$ cat config.mk
export PLATFORM = sky130hd
export DESIGN_NAME = scope_input_ctrl
export DESIGN_NICKNAME = d
export VERILOG_FILES = /design/src/rtl/scope_input_ctrl.sv
export SDC_FILE = /design/constraint.sdc
export NUM_CORES = 1
export LEC_CHECK = 0
export BUFFER_PORTS_ARGS = -buffer_cell sky130_fd_sc_hd__buf_2
export CORE_MARGIN = 3
export CORE_UTILIZATION = 54
export CTS_BUF_LIST = sky130_fd_sc_hd__clkbuf_8 sky130_fd_sc_hd__clkbuf_16
export CTS_CLUSTER_SIZE = 40
export DETAILED_ROUTE_END_ITERATION = 8
export MAX_ROUTING_LAYER = met4
export PLACE_DENSITY = 0.72
export SLEW_MARGIN = 20
export SYNTH_ARGS = -nofsm -noshare
export SYNTH_HDL_FRONTEND = slang
export SYNTH_SLANG_ARGS = --single-unit
$ cat constraint.sdc
create_clock -name CLK_50M -period 5 [get_ports CLK_50M]
set_input_delay 1 -clock CLK_50M [delete_from_list [all_inputs] [get_ports CLK_50M]]
set_output_delay 1 -clock CLK_50M [all_outputs]
set_load 0.03 [all_outputs]
$ cat src/rtl/scope_input_ctrl.sv
// -----------------------------------------------------------------------------
// scope_input_ctrl
//   Front-panel input conditioning for the scope: N_BTN push buttons plus one
//   quadrature rotary encoder with a push centre. Every pad is synchronised,
//   debounced, and turned into level/pulse outputs. The encoder drives a
//   bounded adjustment counter with fine (1) / coarse (STEP_COARSE) steps; the
//   centre press toggles the step mode.
//
// Ports
//   CLK_50M     in   1       single clock
//   RST_N       in   1       asynchronous assert, synchronised release, active-low
//   BTN         in   N_BTN   raw button pads, active-high
//   ROT_A/ROT_B in   1       raw encoder phases
//   ROT_CENTER  in   1       raw encoder push, active-high
//   BTN_LEVEL   out  N_BTN   debounced button state
//   BTN_PRESS   out  N_BTN   one-cycle pulse on each debounced 0->1
//   ROT_COUNT   out  CNT_W   adjustment value, 0..CNT_MAX
//   ROT_UP      out  1       one-cycle pulse per clockwise detent
//   ROT_DN      out  1       one-cycle pulse per counter-clockwise detent
//   ROT_PRESS   out  1       one-cycle pulse per debounced centre press
//   COARSE      out  1       current step mode, 1 = coarse
// -----------------------------------------------------------------------------
module scope_input_ctrl #(
    parameter int N_BTN       = 4,
    parameter int DEB_BTN     = 50000,
    parameter int DEB_ROT     = 500,
    parameter int CNT_W       = 8,
    parameter int CNT_MAX     = 255,
    parameter int CNT_INIT    = 0,
    parameter int STEP_COARSE = 16,
    parameter int WRAP        = 0
) (
    input  logic             CLK_50M,
    input  logic             RST_N,
    input  logic [N_BTN-1:0] BTN,
    input  logic             ROT_A,
    input  logic             ROT_B,
    input  logic             ROT_CENTER,
    output logic [N_BTN-1:0] BTN_LEVEL,
    output logic [N_BTN-1:0] BTN_PRESS,
    output logic [CNT_W-1:0] ROT_COUNT,
    output logic             ROT_UP,
    output logic             ROT_DN,
    output logic             ROT_PRESS,
    output logic             COARSE
);

    // Channel map: buttons occupy the low indices, then A, B, centre.
    localparam int NCH     = N_BTN + 3;
    localparam int CH_A    = N_BTN;
    localparam int CH_B    = N_BTN + 1;
    localparam int CH_C    = N_BTN + 2;
    localparam int DEB_MAX = (DEB_BTN > DEB_ROT) ? DEB_BTN : DEB_ROT;
    localparam int DC_W    = $clog2(DEB_MAX + 1);

    localparam logic [CNT_W:0]   MAX_X  = (CNT_W+1)'(CNT_MAX);
    localparam logic [CNT_W:0]   MOD_X  = (CNT_W+1)'(CNT_MAX + 1);
    localparam logic [CNT_W:0]   STEP_X = (CNT_W+1)'(STEP_COARSE);
    localparam logic [CNT_W-1:0] INIT_X = CNT_W'(CNT_INIT);

    generate
        if (CNT_INIT > CNT_MAX || STEP_COARSE > CNT_MAX || CNT_MAX >= (1 << CNT_W)
            || CNT_INIT < 0 || STEP_COARSE < 1) begin : g_param_err
            $error("scope_input_ctrl: CNT_INIT/STEP_COARSE must lie within 0..CNT_MAX, and CNT_MAX must fit CNT_W");
        end
    endgenerate

    // Next count for one detent. Worked one bit wider so an up step past
    // CNT_MAX or a down step below zero is visible before it is clamped/wrapped.
    function automatic logic [CNT_W-1:0] f_step(input logic [CNT_W-1:0] cnt,
                                                input logic             up,
                                                input logic             coarse);
        logic [CNT_W:0] w_s;
        logic [CNT_W:0] w_ext;
        logic [CNT_W:0] w_res;
        w_ext = {1'b0, cnt};
        w_s   = coarse ? STEP_X : (CNT_W+1)'(1);
        if (up) begin
            w_res = w_ext + w_s;
            if (w_res > MAX_X) begin
                w_res = (WRAP != 0) ? (w_res - MOD_X) : MAX_X;
            end
        end else if (w_ext < w_s) begin
            w_res = (WRAP != 0) ? (w_ext + MOD_X - w_s) : '0;
        end else begin
            w_res = w_ext - w_s;
        end
        return w_res[CNT_W-1:0];
    endfunction

    // Reset release synchroniser: assertion is immediate, release lands two
    // edges after RST_N rises, so no flop leaves reset on a metastable edge.
    logic [1:0] r_rst_sync;
    logic       w_rst_n;

    always_ff @(posedge CLK_50M or negedge RST_N) begin
        if (!RST_N) begin
            r_rst_sync <= '0;
        end else begin
            r_rst_sync <= {r_rst_sync[0], 1'b1};
        end
    end

    assign w_rst_n = r_rst_sync[1];

    // ---- stage p0/p1: two-flop pad synchroniser ----
    logic [NCH-1:0] w_raw;
    logic [NCH-1:0] r_sync_p0;
    logic [NCH-1:0] r_sync_p1;

    assign w_raw = {ROT_CENTER, ROT_B, ROT_A, BTN};

    always_ff @(posedge CLK_50M or negedge w_rst_n) begin
        if (!w_rst_n) begin
            r_sync_p0 <= '0;
            r_sync_p1 <= '0;
        end else begin
            r_sync_p0 <= w_raw;
            r_sync_p1 <= r_sync_p0;
        end
    end

    // ---- stage p2: per-channel debouncer ----
    // The hold counter counts consecutive cycles of disagreement; on the cycle
    // after it reaches the limit (and the input still disagrees) the stable
    // state takes the input. That gives exactly 2+DEB cycles pad-to-state.
    logic [NCH-1:0] w_stable;
    logic [NCH-1:0] w_flip;

    for (genvar g = 0; g < NCH; g++) begin : g_deb
        localparam int              DEB = (g < N_BTN) ? DEB_BTN : DEB_ROT;
        localparam logic [DC_W-1:0] LIM = DC_W'(DEB);

        logic            r_stable;
        logic [DC_W-1:0] r_hold;

        assign w_flip[g]   = (r_sync_p1[g] != r_stable) && (r_hold == LIM);
        assign w_stable[g] = r_stable;

        always_ff @(posedge CLK_50M or negedge w_rst_n) begin
            if (!w_rst_n) begin
                r_stable <= 1'b0;
                r_hold   <= '0;
            end else if (w_flip[g]) begin
                r_stable <= r_sync_p1[g];
                r_hold   <= '0;
            end else if (r_sync_p1[g] != r_stable) begin
                r_hold <= r_hold + 1'b1;
            end else begin
                r_hold <= '0;
            end
        end
    end

    // A flip while the stable state is 0 is a debounced rising edge.
    logic [N_BTN-1:0] w_btn_rise;
    logic             w_a_rise;
    logic             w_c_rise;
    logic             w_up;
    logic             w_dn;

    assign w_btn_rise = w_flip[N_BTN-1:0] & ~w_stable[N_BTN-1:0];
    assign w_a_rise   = w_flip[CH_A] & ~w_stable[CH_A];
    assign w_c_rise   = w_flip[CH_C] & ~w_stable[CH_C];
    assign w_up       = w_a_rise & ~w_stable[CH_B];
    assign w_dn       = w_a_rise &  w_stable[CH_B];

    // ---- stage p3: event pulses, step mode and counter ----
    logic [N_BTN-1:0] r_btn_press;
    logic [CNT_W-1:0] r_count;
    logic             r_up;
    logic             r_dn;
    logic             r_rpress;
    logic             r_coarse;

    always_ff @(posedge CLK_50M or negedge w_rst_n) begin
        if (!w_rst_n) begin
            r_btn_press <= '0;
            r_count     <= INIT_X;
            r_up        <= 1'b0;
            r_dn        <= 1'b0;
            r_rpress    <= 1'b0;
            r_coarse    <= 1'b0;
        end else begin
            r_btn_press <= w_btn_rise;
            r_up        <= w_up;
            r_dn        <= w_dn;
            r_rpress    <= w_c_rise;
            // A detent coinciding with the centre press uses the old mode.
            r_coarse    <= r_coarse ^ w_c_rise;
            if (w_up || w_dn) begin
                r_count <= f_step(r_count, w_up, r_coarse);
            end
        end
    end

    assign BTN_LEVEL = w_stable[N_BTN-1:0];
    assign BTN_PRESS = r_btn_press;
    assign ROT_COUNT = r_count;
    assign ROT_UP    = r_up;
    assign ROT_DN    = r_dn;
    assign ROT_PRESS = r_rpress;
    assign COARSE    = r_coarse;

endmodule

# --- Yosys cells after proc, flatten, opt, wreduce, memory -nomap -nowiden ---
# Index checks and enable logic that the tools add are counted.
word_totals:
  reg_bits: 151
  latchBits: 0
  ramBits: 0
  rom_bits: 0
  inputBits: 9
  out_inout_bits: 20
  word_cells: 84
  n_memories: 0
op_classes:
  addsub: 9
  multipliers: 0
  div_mod_pow: 0
  n_lt_le_gt_ge: 2
  eq_ne: 14
  n_shift: 0
  muxes: 18
  bitwise: 10
  n_reduce_logical: 8
op_table:
  columns: ["op", "count"]
  rows:
  - ["$mux W16", 14]
  - ["$add A16 B1 Y16 const B", 7]
  - ["$eq A16 B16 Y1 const B", 4]
  - ["$eq A16 B9 Y1 const B", 3]
  - ["$mux W8", 3]
  - ["$add A8 B5 Y9", 1]
  - ["$gt A9 B8 Y1 const B", 1]
  - ["$lt A8 B5 Y1", 1]
  - ["$sub A8 B5 Y8", 1]
  - ["$logic_and A1 B1 Y1", 7]
  - ["$ne A1 B1 Y1", 7]
  - ["$mux W5", 1]
  - ["$and A1 B1 Y1", 4]
  - ["$and A4 B4 Y4", 1]
  - ["$not A4 Y4", 1]
  - ["$not A1 Y1", 3]
  - ["$logic_or A1 B1 Y1", 1]
  - ["$xor A1 B1 Y1", 1]

# --- Logic depth before layout (Yosys ltp) ---
logic_depth:
  depth_word: 5
  depth_mapped: 8
  ltp_nobuf: 8

# --- Worst setup path after synthesis ---
# Ideal clock, no wire load.
synth_path:
  path_type: "register -> register"
  from: "register r_coarse, in the netlist COARSE"
  to: "register r_count[3], in the netlist ROT_COUNT[3]"
  setup_ps: 121
  t_arrival_ps: 2209
  t_required_ps: 4879
  slack_ps: 2670
  path_stages_with_launch: 9
  n_path_buf: 0
  synth_period_minus_slack_ps: 2330
  path_cell_list: "dfrtp_1 -> inv_1 -> ha_1 -> ha_1 -> or3b_2 -> a21boi_2 -> o21a_1 -> o21ai_0 -> a22o_1"
synth_via:
  elab_chain_cells: 5
  elab_cells_between_ends: 8
  classes_between: "add/sub (2); order compare (2); mux (4)"
synth_rtl:
  columns: ["item", "line", "source"]
  rows:
  - ["from (decl)", "174", "logic r_coarse;"]
  - ["from (signal assigned)", "190", "r_coarse <= r_coarse ^ w_c_rise;"]
  - ["$mux W5 *", "77", "w_s = coarse ? STEP_X : (CNT_W+1)'(1);"]
  - ["$add A8 B5 Y9", "79", "w_res = w_ext + w_s;"]
  - ["$gt A9 B8 Y1", "80", "if (w_res > MAX_X) begin"]
  - ["$mux W8", "80", null]
  - ["$mux W8 *", "78", "if (up) begin"]
  - ["to (signal assigned)", "192", "r_count <= f_step(r_count, w_up, r_coarse);"]
  - ["to (decl)", "170", "logic [CNT_W-1:0] r_count;"]
# Mark *: on every way between the ends. The rest lies on a longest branch, timed or not.
# A chain may end at the register's enable or synchronous reset.

# --- Worst setup path after layout ---
# Same ends and word-level chain as after synthesis.

==> insert_results.sql <==
INSERT INTO impl_metrics (metric_group, metric, value, unit) VALUES
('cells_and_area', 'mostFrequentLayoutCell', 'dfrtp_1', ''),
('worst_setup_path', 'timing.critical_path.cells', 'inv_1 -> ha_1 -> ha_1 -> or3b_2 -> a21boi_2 -> o21a_1 -> o21ai_0 -> a22o_1', ''),
('placed_design', 'port_buffers', '28', ''),
('synth', 'synth_nets', '750', ''),
('synth', 'post_synthesis_simple_gate_area_fraction', '24.2', '%'),
('sta', 'finalHoldViolations', '0', ''),
('cells_and_area', 'final-instance-count-excl-fill', '935', ''),
('sta', 'hold_ws', '0.323', 'ns'),
('cells_and_area', 'finish.instance_area', '8140', 'µm²'),
('synth', 'post-synth-top-area-cell', 'dfrtp_1', ''),
('power_and_ir_drop', 'fin_total_pwr', '2.57', 'mW'),
('placed_design', 'pre_cts_slack', '2.61', 'ns'),
('cells_and_area', 'postLayoutCoreUtil', '63.0', '%'),
('sta', 'slew_viol_final', '0', ''),
('worst_setup_path', 'critical_path_class', 'reg -> reg', ''),
('sta', 'crit_path_setup_slack_layout', '2.58', 'ns'),
('clocking', 'cts.reportedPaths.clkPinSlew', '0.06', 'ns'),
('clocking', 'worstSkewPairLatency', '0.42', 'ns'),
('synth', 'post-synth-top-area-fraction', '51.9', '%'),
('synth', 'seq_area_frac_synth', '51.9', '%'),
('clocking', 'h_tree_lvl_count', '4', ''),
('sta', 'setup_viol', '0', ''),
('sta', 'worst_pin_slew', '0.650', 'ns'),
('clocking', 'ctsRootBufferMaster', 'clkbuf_16', ''),
('power_and_ir_drop', 'power_density', '316', 'nW/µm²'),
('worst_setup_path', 'critPathTopFamily', 'compound AO/OA/AOI/OAI gates', ''),
('status', 'status', 'finished clean', ''),
('global_route', 'global_route_wire_length_before_repair', '22700', 'µm'),
('floorplan', 'die_boundary_height', '122', 'µm'),
('cells_and_area', 'area.growth.synth_to_final', '11.7', '%'),
('clocking', 'cts_hold_buffers', '0', ''),
('placed_design', 'placement.cell_area', '7550', 'µm²'),
('cells_and_area', 'antennaDiodeCount', '0', ''),
('routing', 'avgRoutedWirePerCell', '13.9', 'µm'),
('clocking', 'cts-buffers-inserted', '17', ''),
('clocking', 'clk_path_buf_depth', '2', ''),
('synth', 'synth_edf_count', '0', ''),
('worst_setup_path', 'cp_data_required_time', '5.30', 'ns'),
('synth', 'synth_top_family_by_area', 'simple AND/OR/NAND/NOR gates', ''),
('global_route', 'global_route.overflow_total', '0', ''),
('global_route', 'first_global_vias', '5002', ''),
('synth', 'postSynthRegisterBits', '151', ''),
('power_and_ir_drop', 'vdd.ir_drop.worst', '0.199', 'mV'),
('sta', 'period_share', '48.5', '%'),
('floorplan', 'rows', '41', ''),
('floorplan', 'core_region_area', '12900', 'µm²'),
('synth', 'synthCells', '721', ''),
('worst_setup_path', 'critical_path.endpoint_type', 'flip-flop', ''),
('sta', 'fin_crit', '2.42', 'ns'),
('routing', 'detailedRoute.firstIterationViolations', '434', ''),
('global_route', 'pin_count_of_the_biggest_net_entering_global_routing', '82', ''),
('placed_design', 'dpl.hpwl', '8660', 'µm'),
('routing', 'via_total_after_detailed_routing', '5108', ''),
('routing', 'drt_first_pass_iters', '5', ''),
('worst_setup_path', 'worst-path-max-fanout', '8', ''),
('job', 'timing.max_cap.violations', '0', ''),
('synth', 'yosys_warnings', '0', ''),
('synth', 'yosys.area_share.adder', '3.43', '%'),
('sta', 'max_slew_margin', '56.3', '%'),
('floorplan', 'ioPinCount', '29', ''),
('routing', 'avgViaCountPerCell', '5.46', ''),
('hold_path', 'min_path_type', 'reg -> async', ''),
('clocking', 'cts_resized', '0', ''),
('synth', 'synth_cell_type_count', '54', ''),
('floorplan', 'overall_die_area', '14900', 'µm²'),
('routing', 'drc', '0', ''),
('cells_and_area', 'post_route_cells_drive_above_1_share', '10.4', '%'),
('power_and_ir_drop', 'p_leak', '3.68', 'nW'),
('worst_setup_path', 'cp_arrival', '2.73', 'ns'),
('synth', 'compound_gate_fraction_of_synth_area', '3.61', '%'),
('sta', 'finalSetupTns', '0', 'ns');
[metal layers]
layer	up-vias	wire length (µm)	global-route usage, %
li1	2489	-	-
met1	2490	6030	24.7
met5	-	0	-
met2	116	6340	31.2
met3	13	492	4.64
met4	0	152	6.16
[report_power, final]
group	internal, mW	total, mW	switching, mW
Sequential	1.24	1.27	0.0241
Clock	0.748	1.23	0.479
Combinational	0.0285	0.0798	0.0513
Total	2.02	2.57	0.554
[cell usage after synthesis, types with 3 or more instances]
cell type / n
mux2_2: 5
xnor2_1: 50
buf_2: 4
nor4b_1: 13
nand2_1: 47
and2_1: 9
nand4_1: 28
and4_1: 11
nor2_1: 139
dfrtp_1: 151
a31oi_1: 4
o21ai_0: 10
nand4b_1: 3
ha_1: 20
a21oi_1: 3
inv_1: 30
buf_4: 6
o31ai_1: 3
and3_1: 18
nor4_1: 5
nor3b_1: 10
and4b_1: 3
nor3_1: 18
xor2_1: 57
nand3_1: 31
clkbuf_1: 11
[sequential cells by signal (all words and copies together) (netlist names)]
signal          flops
g_deb.r_hold      112
COARSE              1
ROT_PRESS           1
r_rst_sync          2
g_deb.r_stable      7
r_sync_p0           7
ROT_DN              1
ROT_COUNT           8
r_sync_p1           7
ROT_UP              1
BTN_PRESS           4
[final timing paths]
path                               startpoint            endpoint  slack [ns]  cells after the start
worst max register to register         COARSE        ROT_COUNT[3]        2.58                      8
max in group asynchronous       r_rst_sync[1]  g_deb[5].r_hold[4]        3.56                      2
worst min-delay path            r_rst_sync[1]  g_deb[6].r_hold[8]        0.32                      0
worst min register to register  r_rst_sync[1]  g_deb[6].r_hold[8]        0.32                      0
worst max-delay path                   COARSE        ROT_COUNT[3]        2.58                      8
min in group CLK_50M            r_rst_sync[0]       r_rst_sync[1]        0.35                      0
[worst register-to-register path, delay by kind of cell, from the launching register on]
kind                       cells  cell delay [ns]
AOI/OAI and AO/OA              4             0.83
buffers and inverters          1             0.14
and+or+nand+nor                1             0.51
adders and majority gates      2             0.44
DFF                            1             0.40
[logic make-up (layout without fill, tap and decap cells)]
kind of cell	count (synthesis)	in the layout
adders and majority gates	20	20
and+or+nand+nor	348	348
other	1	1
AOI/OAI and AO/OA	37	37
muxes	5	5
xor gates and xnor gates	107	107
DFF	151	151
buffers and inverters	52	94
[area by class of cell]
| class | count | area (µm²) | share of cell area [%] |
|---|---|---|---|
| inverter | 30 | 113 | 1.38 |
| sequential | 151 | 3780 | 46.5 |
| clock buffer | 19 | 453 | 5.57 |
| tap | 172 | 215 | 2.64 |
| clock inverter | 13 | 115 | 1.41 |
| multi-input combinational | 518 | 3280 | 40.3 |
| timing repair buffer | 32 | 183 | 2.24 |
Power figures use the tool's default switching activity.
